[src/rtl/mem_arb_pkg.sv]
// Shared types and constants for the memory port arbiter: FSM states, grant encoding,
// the latched command record and the requester bit positions.
package mem_arb_pkg;

    localparam int DATA_W = 32;
    localparam int BE_W   = 4;
    localparam logic [BE_W-1:0] BE_FULL = 4'hF;

    // Bit positions inside the request vector handed to the picker.
    localparam int REQ_IF  = 0;
    localparam int REQ_DM  = 1;
    localparam int REQ_DBG = 2;
    localparam int REQ_N   = 3;

    typedef enum logic [1:0] {
        IDLE   = 2'd0,
        ACCESS = 2'd1,
        RESP   = 2'd2
    } arb_state_t;

    typedef enum logic [1:0] {
        GNT_NONE = 2'd0,
        GNT_IF   = 2'd1,
        GNT_DM   = 2'd2,
        GNT_DBG  = 2'd3
    } arb_gnt_t;

    // The address is not part of this record because its width is a module parameter.
    typedef struct packed {
        arb_gnt_t          owner;
        logic              we;
        logic [BE_W-1:0]   be;
        logic [DATA_W-1:0] wdata;
    } arb_cmd_t;

    function automatic logic [REQ_N-1:0] valid_onehot(input arb_gnt_t g);
        logic [REQ_N-1:0] v;
        v = '0;
        case (g)
            GNT_IF:  v[REQ_IF]  = 1'b1;
            GNT_DM:  v[REQ_DM]  = 1'b1;
            GNT_DBG: v[REQ_DBG] = 1'b1;
            default: v = '0;
        endcase
        return v;
    endfunction

endpackage

[src/rtl/mem_arb_pick.sv]
// Combinational priority pick: DBG > DM > IF, except a starved fetch jumps ahead of DM.
module mem_arb_pick
    import mem_arb_pkg::*;
(
    input  logic [REQ_N-1:0] req,
    input  logic             starve,
    output arb_gnt_t         pick
);

    always_comb begin
        pick = GNT_NONE;
        if (req[REQ_DBG]) begin
            pick = GNT_DBG;
        end else if (req[REQ_IF] && starve) begin
            pick = GNT_IF;
        end else if (req[REQ_DM]) begin
            pick = GNT_DM;
        end else if (req[REQ_IF]) begin
            pick = GNT_IF;
        end
    end

endmodule

[src/rtl/mem_port_arbiter.sv]
// Shares one memory port between fetch, data stage and debug loader with an IDLE/ACCESS/RESP
// handshake. Define MEM_ARB_TIMEOUT_EN to build the ACCESS watchdog and sticky timeout_err.
module mem_port_arbiter
    import mem_arb_pkg::*;
#(
    parameter int AW           = 16,
    parameter int FETCH_STARVE = 4,
    parameter int TIMEOUT      = 255
) (
    input  logic          clk,
    input  logic          Rst,

    input  logic          if_req,
    input  logic [AW-1:0] if_addr,
    output logic [31:0]   if_rdata,
    output logic          if_valid,

    input  logic          dm_req,
    input  logic          dm_we,
    input  logic [3:0]    dm_be,
    input  logic [AW-1:0] dm_addr,
    input  logic [31:0]   dm_wdata,
    output logic [31:0]   dm_rdata,
    output logic          dm_valid,

    input  logic          dbg_req,
    input  logic          dbg_we,
    input  logic [AW-1:0] dbg_addr,
    input  logic [31:0]   dbg_wdata,
    output logic [31:0]   dbg_rdata,
    output logic          dbg_valid,

    output logic          mem_req,
    output logic          mem_we,
    output logic [3:0]    mem_be,
    output logic [AW-1:0] mem_addr,
    output logic [31:0]   mem_wdata,
    input  logic [31:0]   mem_rdata,
    input  logic          mem_rdy,

    output logic          mem_hold,
    output logic [1:0]    gnt,
    output logic          timeout_err
);

    localparam int SW = (FETCH_STARVE < 1) ? 1 : $clog2(FETCH_STARVE + 1);
    localparam logic [SW-1:0] STARVE_MAX = SW'(FETCH_STARVE);

    arb_state_t       state;
    arb_cmd_t         cmd;
    arb_cmd_t         next_cmd;
    logic [AW-1:0]    cmd_addr;
    logic [AW-1:0]    next_addr;
    logic [SW-1:0]    starve_cnt;
    logic             starve;
    arb_gnt_t         pick;
    logic [REQ_N-1:0] valid_q;
    logic [31:0]      if_rdata_q;
    logic [31:0]      dm_rdata_q;
    logic [31:0]      dbg_rdata_q;
    logic             to_hit;
    logic             done;
    logic [31:0]      rdata_in;

    assign starve = (starve_cnt == STARVE_MAX);

    mem_arb_pick u_pick (
        .req    ({dbg_req, dm_req, if_req}),
        .starve (starve),
        .pick   (pick)
    );

    always_comb begin
        next_cmd       = '0;
        next_addr      = '0;
        next_cmd.owner = pick;
        case (pick)
            GNT_IF: begin
                next_cmd.we = 1'b0;
                next_cmd.be = BE_FULL;
                next_addr   = if_addr;
            end
            GNT_DM: begin
                next_cmd.we    = dm_we;
                next_cmd.be    = dm_be;
                next_cmd.wdata = dm_wdata;
                next_addr      = dm_addr;
            end
            GNT_DBG: begin
                next_cmd.we    = dbg_we;
                next_cmd.be    = BE_FULL;
                next_cmd.wdata = dbg_wdata;
                next_addr      = dbg_addr;
            end
            default: next_cmd = '0;
        endcase
    end

`ifdef MEM_ARB_TIMEOUT_EN
    localparam int TW = (TIMEOUT < 2) ? 1 : $clog2(TIMEOUT + 1);

    logic [TW-1:0] to_cnt;
    logic          to_err;

    // to_cnt equals the number of ACCESS cycles already spent, so the hit lands on cycle TIMEOUT.
    assign to_hit      = (state == ACCESS) && (to_cnt == TW'(TIMEOUT - 1));
    assign timeout_err = to_err;

    always_ff @(posedge clk or negedge Rst) begin
        if (!Rst) begin
            to_cnt <= '0;
            to_err <= 1'b0;
        end else begin
            if (state == ACCESS && !mem_rdy && !to_hit) begin
                to_cnt <= to_cnt + TW'(1);
            end else begin
                to_cnt <= '0;
            end
            if (to_hit && !mem_rdy) begin
                to_err <= 1'b1;
            end
        end
    end
`else
    assign to_hit      = 1'b0;
    assign timeout_err = 1'b0;
`endif

    assign done     = mem_rdy | to_hit;
    assign rdata_in = mem_rdy ? mem_rdata : 32'h0;

    always_ff @(posedge clk or negedge Rst) begin
        if (!Rst) begin
            state       <= IDLE;
            cmd         <= '0;
            cmd_addr    <= '0;
            mem_req     <= 1'b0;
            valid_q     <= '0;
            if_rdata_q  <= '0;
            dm_rdata_q  <= '0;
            dbg_rdata_q <= '0;
        end else begin
            valid_q <= '0;
            case (state)
                IDLE: begin
                    if (pick != GNT_NONE) begin
                        state    <= ACCESS;
                        mem_req  <= 1'b1;
                        cmd      <= next_cmd;
                        cmd_addr <= next_addr;
                    end
                end
                ACCESS: begin
                    if (done) begin
                        state   <= RESP;
                        mem_req <= 1'b0;
                        valid_q <= valid_onehot(cmd.owner);
                        case (cmd.owner)
                            GNT_IF:  if_rdata_q  <= rdata_in;
                            GNT_DM:  dm_rdata_q  <= rdata_in;
                            GNT_DBG: dbg_rdata_q <= rdata_in;
                            default: ;
                        endcase
                    end
                end
                RESP: begin
                    state     <= IDLE;
                    cmd.owner <= GNT_NONE;
                end
                default: begin
                    state   <= IDLE;
                    mem_req <= 1'b0;
                end
            endcase
        end
    end

    // A fetch that keeps losing counts up to FETCH_STARVE; any win or withdrawn request resets it.
    always_ff @(posedge clk or negedge Rst) begin
        if (!Rst) begin
            starve_cnt <= '0;
        end else if (!if_req) begin
            starve_cnt <= '0;
        end else if (state == IDLE) begin
            if (pick == GNT_IF) begin
                starve_cnt <= '0;
            end else if (starve_cnt != STARVE_MAX) begin
                starve_cnt <= starve_cnt + SW'(1);
            end
        end
    end

    assign mem_we    = cmd.we;
    assign mem_be    = cmd.be;
    assign mem_wdata = cmd.wdata;
    assign mem_addr  = cmd_addr;
    assign gnt       = cmd.owner;

    assign if_valid  = valid_q[REQ_IF];
    assign dm_valid  = valid_q[REQ_DM];
    assign dbg_valid = valid_q[REQ_DBG];
    assign if_rdata  = if_rdata_q;
    assign dm_rdata  = dm_rdata_q;
    assign dbg_rdata = dbg_rdata_q;

    // Gated by Rst so the stall reads 0 while the block is held in reset.
    assign mem_hold = Rst & dm_req & ~((state == RESP) && (cmd.owner == GNT_DM));

endmodule

[config.mk]
export PLATFORM = sky130hd
export DESIGN_NAME = mem_port_arbiter
export DESIGN_NICKNAME = d
export VERILOG_FILES = /design/src/rtl/mem_arb_pkg.sv /design/src/rtl/mem_arb_pick.sv /design/src/rtl/mem_port_arbiter.sv
export SDC_FILE = /design/constraint.sdc
export NUM_CORES = 1
export LEC_CHECK = 0
export CAP_MARGIN = 20
export CORE_MARGIN = 2
export CORE_UTILIZATION = 38
export CTS_CLUSTER_SIZE = 20
export DETAILED_ROUTE_END_ITERATION = 8
export GPL_TIMING_DRIVEN = 0
export PLACE_DENSITY = 0.77
export RECOVER_POWER = 25
export SYNTH_ARGS = -nofsm -noshare
export SYNTH_HDL_FRONTEND = slang
export SYNTH_SLANG_ARGS = --single-unit
[constraint.sdc]
create_clock -name clk -period 1.6 [get_ports clk]
set_clock_uncertainty 0.05 [all_clocks]
set_input_delay 0.16 -clock clk [delete_from_list [all_inputs] [get_ports clk]]
set_output_delay 0.16 -clock clk [all_outputs]
set_load 0.1 [all_outputs]
==> metrics.md, run 1 <==
| Metric | Value |
|---|---|
| Status | `complete, but fails checks` |
| Failing checks | `negative hold slack, negative setup slack` |
| Die area | `between 15000 and 20000 sq um` |
| Post-Place Worst Slack | `-1.38 ns` |
| DRT Pass-1 Iters | `4` |
| HPWL after DPL | `16200 microns` |
| Clock buffer count from CTS | `17` |
| Most used DFF post-synth | `dfrtp_1` |
| Most common cell in the netlist | `dfrtp_1` |
| Buf/Inv on CP | `2` |
| Initial Util | `38.6%` |
| Worst setup EP type | `flop` |
| Number of DRC markers in iteration 0 | `around 380` |
| Critical-path maximum fanout | `6` |
| Total number of vias | `approximately 6400` |
| H-tree Lvls | `4` |
| Top Layer Used | `met4` |
| Final worst slack | `-0.0414 ns` |
| Pin count of the biggest net entering global routing | `between 50 and 60` |
| Yosys warnings | `0` |
| Critical Path RT | `between 1.5 and 2 ns` |
| Placed Cells | `roughly 1100` |
| Global-route wire length before repair | `about 37000 microns` |
| CTS max path bufs | `2` |
| WL met3 | `1640 microns` |
| Setup violators final | `43` |
| Total Wirelength | `25000 microns` |
| Critical Path Max Stage Delay | `between 0.3 and 0.4 ns` |
| Most frequent cells after synthesis | `dfrtp_1 (160), mux2_1 (87), a21oi_1 (55)` |
| # port buffers | `between 300 and 400` |
| Area grow syn2layout | `79.4%` |
| Synth Register Bits | `160` |
| Cells after Synth | `567` |
| Final ANT Viol Nets | `0` |
| Critical-path top delay cell | `dfrtp_1` |
| Count of cell types in the netlist | `37` |
| Met2 wire length | `about 13000 microns` |
| Post-layout minimum cycle time | `1.64 ns` |
| Reg2reg setup slack | `-0.04 ns` |
| Clock Latency Late Sink | `around 0.42 ns` |
| Nets | `1100` |
| Gpl congestion | `approximately 0.87` |
| Mean Syn Cell Area | `12.2 sq um` |
| Ports | `approximately 310` |
| Number of fill cells | `1274` |
| Setup crit start kind | `flop` |
| Share of cells above drive strength 1 | `between 40% and 50%` |
| RSZ-0062 raised after global routing | `true` |
| Critical path type | `reg -> reg` |
| Met1 Wirelength | `about 9700 microns` |
| Worst Hold Class | `in -> async` |
| Clock Root Buffer | `clkbuf_16` |
| Cell chain of the critical path | `inv_1 > ha_4 > nand3_4 > clkbuf_16 > a32oi_2 > a31oi_1` |
| CTS tree | `yes` |
| Antenna diode count | `0` |
| Fin crit share | `103%` |
| Die W | `roughly 140 microns` |
| Clock sinks | `160` |
| Fin cells | `about 1200` |
| DRC errors left | `0` |
| Vias in the first global route | `between 6000 and 7000` |
| Setup tns final | `-0.815 ns` |
| Final Max Tran Viols | `0` |
| Die Ht | `139 microns` |
| Clk pin slew, worst setup/hold paths | `around 0.070 ns` |
| Hold WS | `-0.441 ns` |
| Worst slew pin tran | `between 0.7 and 0.8 ns` |
| Post-synthesis sequential area ratio | `roughly 58%` |
| Total track usage | `between 20% and 30%` |
| Max_cap viols | `0` |
| GRT overflow | `0` |
| Critical path's top delay family | `flip-flops` |
| Mean number of vias per cell | `roughly 5.4` |
| Fmax | `roughly 610 MHz` |
| Number of synthesized flops with an enable pin | `0` |
| Synth area leaders | `dfrtp_1 (58%), mux2_1 (14%), a31oi_1 (4.7%)` |
| Worst Path Arrival | `1.89 ns` |
| Ys async rst share | `between 90% and 100%` |
| Final Hold Viols | `56` |
| Rel. slew slack | `48.7%` |
| Yosys top cell area share | `between 50% and 60%` |
| DR WL/cell | `21.2 microns` |
| Syn_nets | `725` |
| Area leader, netlist | `dfrtp_1` |
| Mapped cell area | `a little under 7000 sq um` |
| Initial antenna violation count | `0` |
| Core ar. | `around 18000 sq um` |
| FP Rows | `a little under 50` |
worst paths after layout:
check / startpoint / to / cells after the start
hold reg to reg: dbg_rdata[18]$_DFFE_PN0P_ / dbg_rdata[18]$_DFFE_PN0P_ / 1
setup reg to reg: starve_cnt[1]$_DFFE_PN0P_ / mem_addr[3]$_DFFE_PN0P_ / 6
hold / removal: Rst / valid_q[1]$_DFF_PN0_ / 1
setup / recovery: starve_cnt[1]$_DFFE_PN0P_ / mem_addr[3]$_DFFE_PN0P_ / 6
min in group clk: if_req / starve_cnt[0]$_DFFE_PN0P_ / 3
max in group asynchronous: Rst / gnt[0]$_DFFE_PN0P_ / 3
what timing repair did:
action	CTS	global route
pin swaps	9	25
cloned	9	8
resized for setup	626	130
endpoints found under the hold margin	108	108
buffers inserted	25	11
endpoints found under the setup margin	309	204
kinds of logic after synthesis:
| kind of cell | after synthesis | synth area share, % |
|---|---|---|
| buffers and inverters | 61 | 4.44 |
| flip-flops | 160 | 57.7 |
| other | 1 | 0.0540 |
| AO/OA/AOI/OAI | 138 | 12.5 |
| multiplexers | 96 | 15.6 |
| adder cells (fa/ha/maj) | 2 | 0.361 |
| AND/OR/NAND/NOR | 109 | 9.38 |
metrics by stage:
stage / util (%) / area [sq um]
detailed placement: 58.1 / 10400
floorplan: - / 7010
CTS: 67.3 / 12100
finish: 69.3 / 12500
global route: 69.3 / 12500
global placement: 57.9 / 10400
layer usage:
metal	global-route usage, %	vias up
li1	-	2873
met1	28.7	3213
met2	42.5	313
met3	5.90	46
met4	10.1	0
met5	0	-
layout make-up:
| class | instances | area (sq um) | share of cell area (%) |
|---|---|---|---|
| flip-flops and latches | 160 | 4010 | 32.2 |
| inverters | 6 | 25.0 | 0.201 |
| clock inverters | 14 | 146 | 1.18 |
| plain buffers | 50 | 425 | 3.42 |
| well taps | 229 | 287 | 2.30 |
| clock buffers | 18 | 429 | 3.45 |
| repair buffers | 359 | 3860 | 31.0 |
| multi-input cells | 348 | 3270 | 26.2 |
state kept, by name, indices dropped and copies added, names as in the netlist, 2 cells and up:
name / cells
dbg_rdata: 32
dm_rdata: 32
gnt: 2
if_rdata: 32
mem_addr: 16
mem_be: 4
mem_wdata: 32
starve_cnt: 3
state: 2
valid_q: 3
layout by cell type, fill, tap and decap left out, drive strengths merged, types with 2 or more instances in the layout:
cell type / synthesis / final
a21bo: 2 / 2
a21oi: 55 / 55
a31oi: 53 / 53
a32oi: 16 / 16
and3b: 2 / 2
buf: 23 / 81
clkbuf: 32 / 54
clkdlybuf4s15: 0 / 99
clkdlybuf4s18: 0 / 39
clkdlybuf4s50: 0 / 151
clkinv: 0 / 3
clkinvlp: 0 / 4
dfrtp: 160 / 160
dlymetal6s2s: 0 / 2
ha: 2 / 2
inv: 6 / 12
mux2: 96 / 96
nand2: 40 / 40
nand3: 22 / 23
nand4b: 33 / 33
nor2: 3 / 4
nor2b: 3 / 3
o22ai: 2 / 2
or3: 2 / 2
worst register-to-register path: stages (launching register included):
cell and delay, ns:
dfrtp_1 0.39, inv_1 0.11, ha_4 0.22, nand3_4 0.18
clkbuf_16 0.23, a32oi_2 0.21, a31oi_1 0.12
Power of run 1 is left out: the tool's default activity adds up to more than one toggle a clock period on the data nets, which glitch-free logic cannot reach.
==> run 2: changes to the inputs <==
--- a/config.mk
+++ b/config.mk
@@ -8,6 +8,7 @@
 export CAP_MARGIN = 20
 export CORE_MARGIN = 2
 export CORE_UTILIZATION = 38
+export CTS_CLUSTER_DIAMETER = 100
 export CTS_CLUSTER_SIZE = 20
 export DETAILED_ROUTE_END_ITERATION = 8
 export GPL_TIMING_DRIVEN = 0
==> results of run 2 <==
Same layout as run 1: the final DEF is identical, and so are final timing and power.
Power of run 2 is left out for the same reason.
==> run 3: changes to the inputs <==
--- a/config.mk
+++ b/config.mk
@@ -11,7 +11,6 @@
 export CTS_CLUSTER_DIAMETER = 100
 export CTS_CLUSTER_SIZE = 20
 export DETAILED_ROUTE_END_ITERATION = 8
-export GPL_TIMING_DRIVEN = 0
 export PLACE_DENSITY = 0.77
 export RECOVER_POWER = 25
 export SYNTH_ARGS = -nofsm -noshare
==> run 3 against run 2 <==
Effect of this change: the run ends with negative setup slack left; flip-flop and latch count stayed put; die area stayed put; largest cell class unchanged; worst hold slack better by 0.64 ns; register-to-register slack worse by 0.08 ns; utilization is 5.9 points higher; wire length hardly changed; via count is 3.5% lower; clock-buffer cell count stayed put; global-route usage is 1.3 points lower; critical path depth is 1 lower; setup slack worse by 0.084 ns; first-iteration DRC count is 13% lower.
==> metrics.md, run 3 (synthesized netlist as in run 1, its figures left out) <==
| Metric | Value |
|---|---|
| Max_cap viols | `0 (unchanged)` |
| Commonest non-fill, non-tap cell in the layout | `buf_12` |
| Total track usage | `23.0% (-1.3 points)` |
| Final worst slack | `-0.125 ns (-0.0840 ns)` |
| Layout Utilization | `75.2% (+5.9 points)` |
| # port buffers | `311 (+0.32%)` |
| Clock buffer count from CTS | `17 (unchanged)` |
| Setup violators final | `90 (+110%)` |
| Worst slew pin tran | `0.715 ns (-0.0552 ns)` |
| Worst path most repeated cell | `buf_4` |
| Initial antenna violation count | `0 (unchanged)` |
| Mean number of vias per cell | `5.43 (-0.25%)` |
| Fin crit share | `108% (+5.3 points)` |
| Total number of vias | `6217 (-3.5%)` |
| Final ANT Viol Nets | `0 (unchanged)` |
| Final Max Tran Viols | `0 (unchanged)` |
| Critical Path RT | `1.85 ns (about the same)` |
| Global-route wire length before repair | `34700 microns (-5.3%)` |
| Clock Root Buffer | `clkbuf_16` |
| Antenna diode count | `0 (unchanged)` |
| H-tree Lvls | `4 (unchanged)` |
| Share of cells above drive strength 1 | `39.3% (-1.0 points)` |
| Area grow syn2layout | `94.7%` |
| Pin count of the biggest net entering global routing | `106 (+80%)` |
| Post-layout minimum cycle time | `1.73 ns (+0.0840 ns)` |
| Vias in the first global route | `6129 (-5.8%)` |
| Worst setup EP type | `flop` |
| Critical-path top delay cell | `dfrtp_1` |
| Core ar. | `18000 sq um (unchanged)` |
| CTS max path bufs | `2 (unchanged)` |
| Critical Path Max Stage Delay | `0.41 ns (+0.02 ns)` |
| Die Ht | `139 microns (unchanged)` |
| GRT overflow | `0 (unchanged)` |
| Failing checks | `negative setup slack` |
| Initial Util | `38.6% (unchanged)` |
| Rel. slew slack | `52.4% (+3.7 points)` |
| Post-Place Worst Slack | `-0.397 ns (+0.986 ns)` |
| Critical path type | `reg -> reg` |
| Ports | `313 (unchanged)` |
| Cell chain of the critical path | `buf_4 > nor4_4 > buf_4 > buf_6 > mux2_1` |
| Placed Cells | `1090 (-1.5%)` |
| Clk pin slew, worst setup/hold paths | `0.07 ns (about the same)` |
| Final Hold Viols | `0 (-100%)` |
| DR WL/cell | `21.9 microns (+3.3%)` |
| Status | `complete, but fails checks` |
| Fin cells | `1145 (-3.3%)` |
| Gpl congestion | `0.842 (-3.6%)` |
| DRC errors left | `0 (unchanged)` |
| Total Wirelength | `25000 microns (about the same)` |
| Clock sinks | `160 (unchanged)` |
| Nets | `1061 (-3.5%)` |
| Worst Path Arrival | `1.97 ns (+0.08 ns)` |
| CTS tree | `yes` |
| Critical-path maximum fanout | `7 (+1)` |
| Die W | `139 microns (unchanged)` |
| HPWL after DPL | `16300 microns (+0.99%)` |
| DRT Pass-1 Iters | `5 (+1)` |
| Setup crit start kind | `flop` |
| FP Rows | `49 (unchanged)` |
| Die area | `19400 sq um (unchanged)` |
| RSZ-0062 raised after global routing | `true` |
| Hold WS | `0.203 ns (+0.644 ns)` |
| Most frequent cells in the layout | `buf_12 (166), dfrtp_1 (158), clkdlybuf4s50_1 (153)` |
| Clock Latency Late Sink | `0.41 ns (about the same)` |
| Number of DRC markers in iteration 0 | `328 (-13%)` |
| Fmax | `580 MHz (-4.9%)` |
| Worst Hold Class | `in -> reg` |
run 3: cell types whose count changed in the layout (fill, tap and decap cells not counted), moves of 8 or more:
cell	previous run	this run
buf_12	12	166
clkdlybuf4s15_2	99	0
clkdlybuf4s18_2	39	0
buf_2	22	1
clkbuf_1	17	1
buf_8	14	1
mux2_1	29	18
mux2_4	63	73
a31oi_1	42	51
a31oi_4	9	0
buf_6	6	14
clkbuf_2	8	0
run 3: critical path, delay by kind of cell, from the launching register on:
kind | cells | cell delay (ns)
buf+inv | 3 | 0.51
simple gates | 1 | 0.30
mux | 1 | 0.33
flops | 1 | 0.41
run 3: repair_timing:
item	CTS	global route
hold endpoints to repair	160	0
hold buffers	1	0
resized for setup	34	79
pin swaps	4	7
gates cloned	1	11
setup endpoints to repair	73	150
setup buffers	3	7
run 3: metrics by stage:
step                setup TNS [ns]  instance area [sq um]
finish                       -4.47                  13500
global route                 -8.32                  13500
CTS                          -1.94                  12900
detailed placement          -40.79                  12100
global placement            -34.76                  12100
floorplan                    -7.59                   7010
run 3: metal layers:
metal,up-vias,wire length [microns],global-route usage (%)
met2,293,13200,40.1
met3,41,1550,5.52
met5,-,0,0
met1,3102,9510,27.5
li1,2781,-,-
met4,0,754,9.25
run 3: final timing paths:
path	start	endpoint	slack (ns)	cells after the start
max	state[1]$_DFFE_PN0P_	if_rdata[11]$_DFFE_PN0P_	-0.13	5
min	dbg_req	gnt[0]$_DFFE_PN0P_	0.20	4
max reg2reg	state[1]$_DFFE_PN0P_	if_rdata[11]$_DFFE_PN0P_	-0.13	5
min reg2reg	if_rdata[1]$_DFFE_PN0P_	if_rdata[1]$_DFFE_PN0P_	0.51	1
max in group asynchronous	Rst	gnt[0]$_DFFE_PN0P_	0.49	3
min in group asynchronous	Rst	mem_addr[14]$_DFFE_PN0P_	0.36	3
run 3: area by class of cell:
cell class	instances	area, sq um
Clock buffer	18	429
Timing Repair Buffer	372	5490
Tap cell	229	287
Clock inverter	14	191
Fill cell	1053	4450
Multi-Input combinational cell	346	3080
Sequential cell	160	4010
Inverter	6	25.0
Power of run 3 is left out for the same reason.
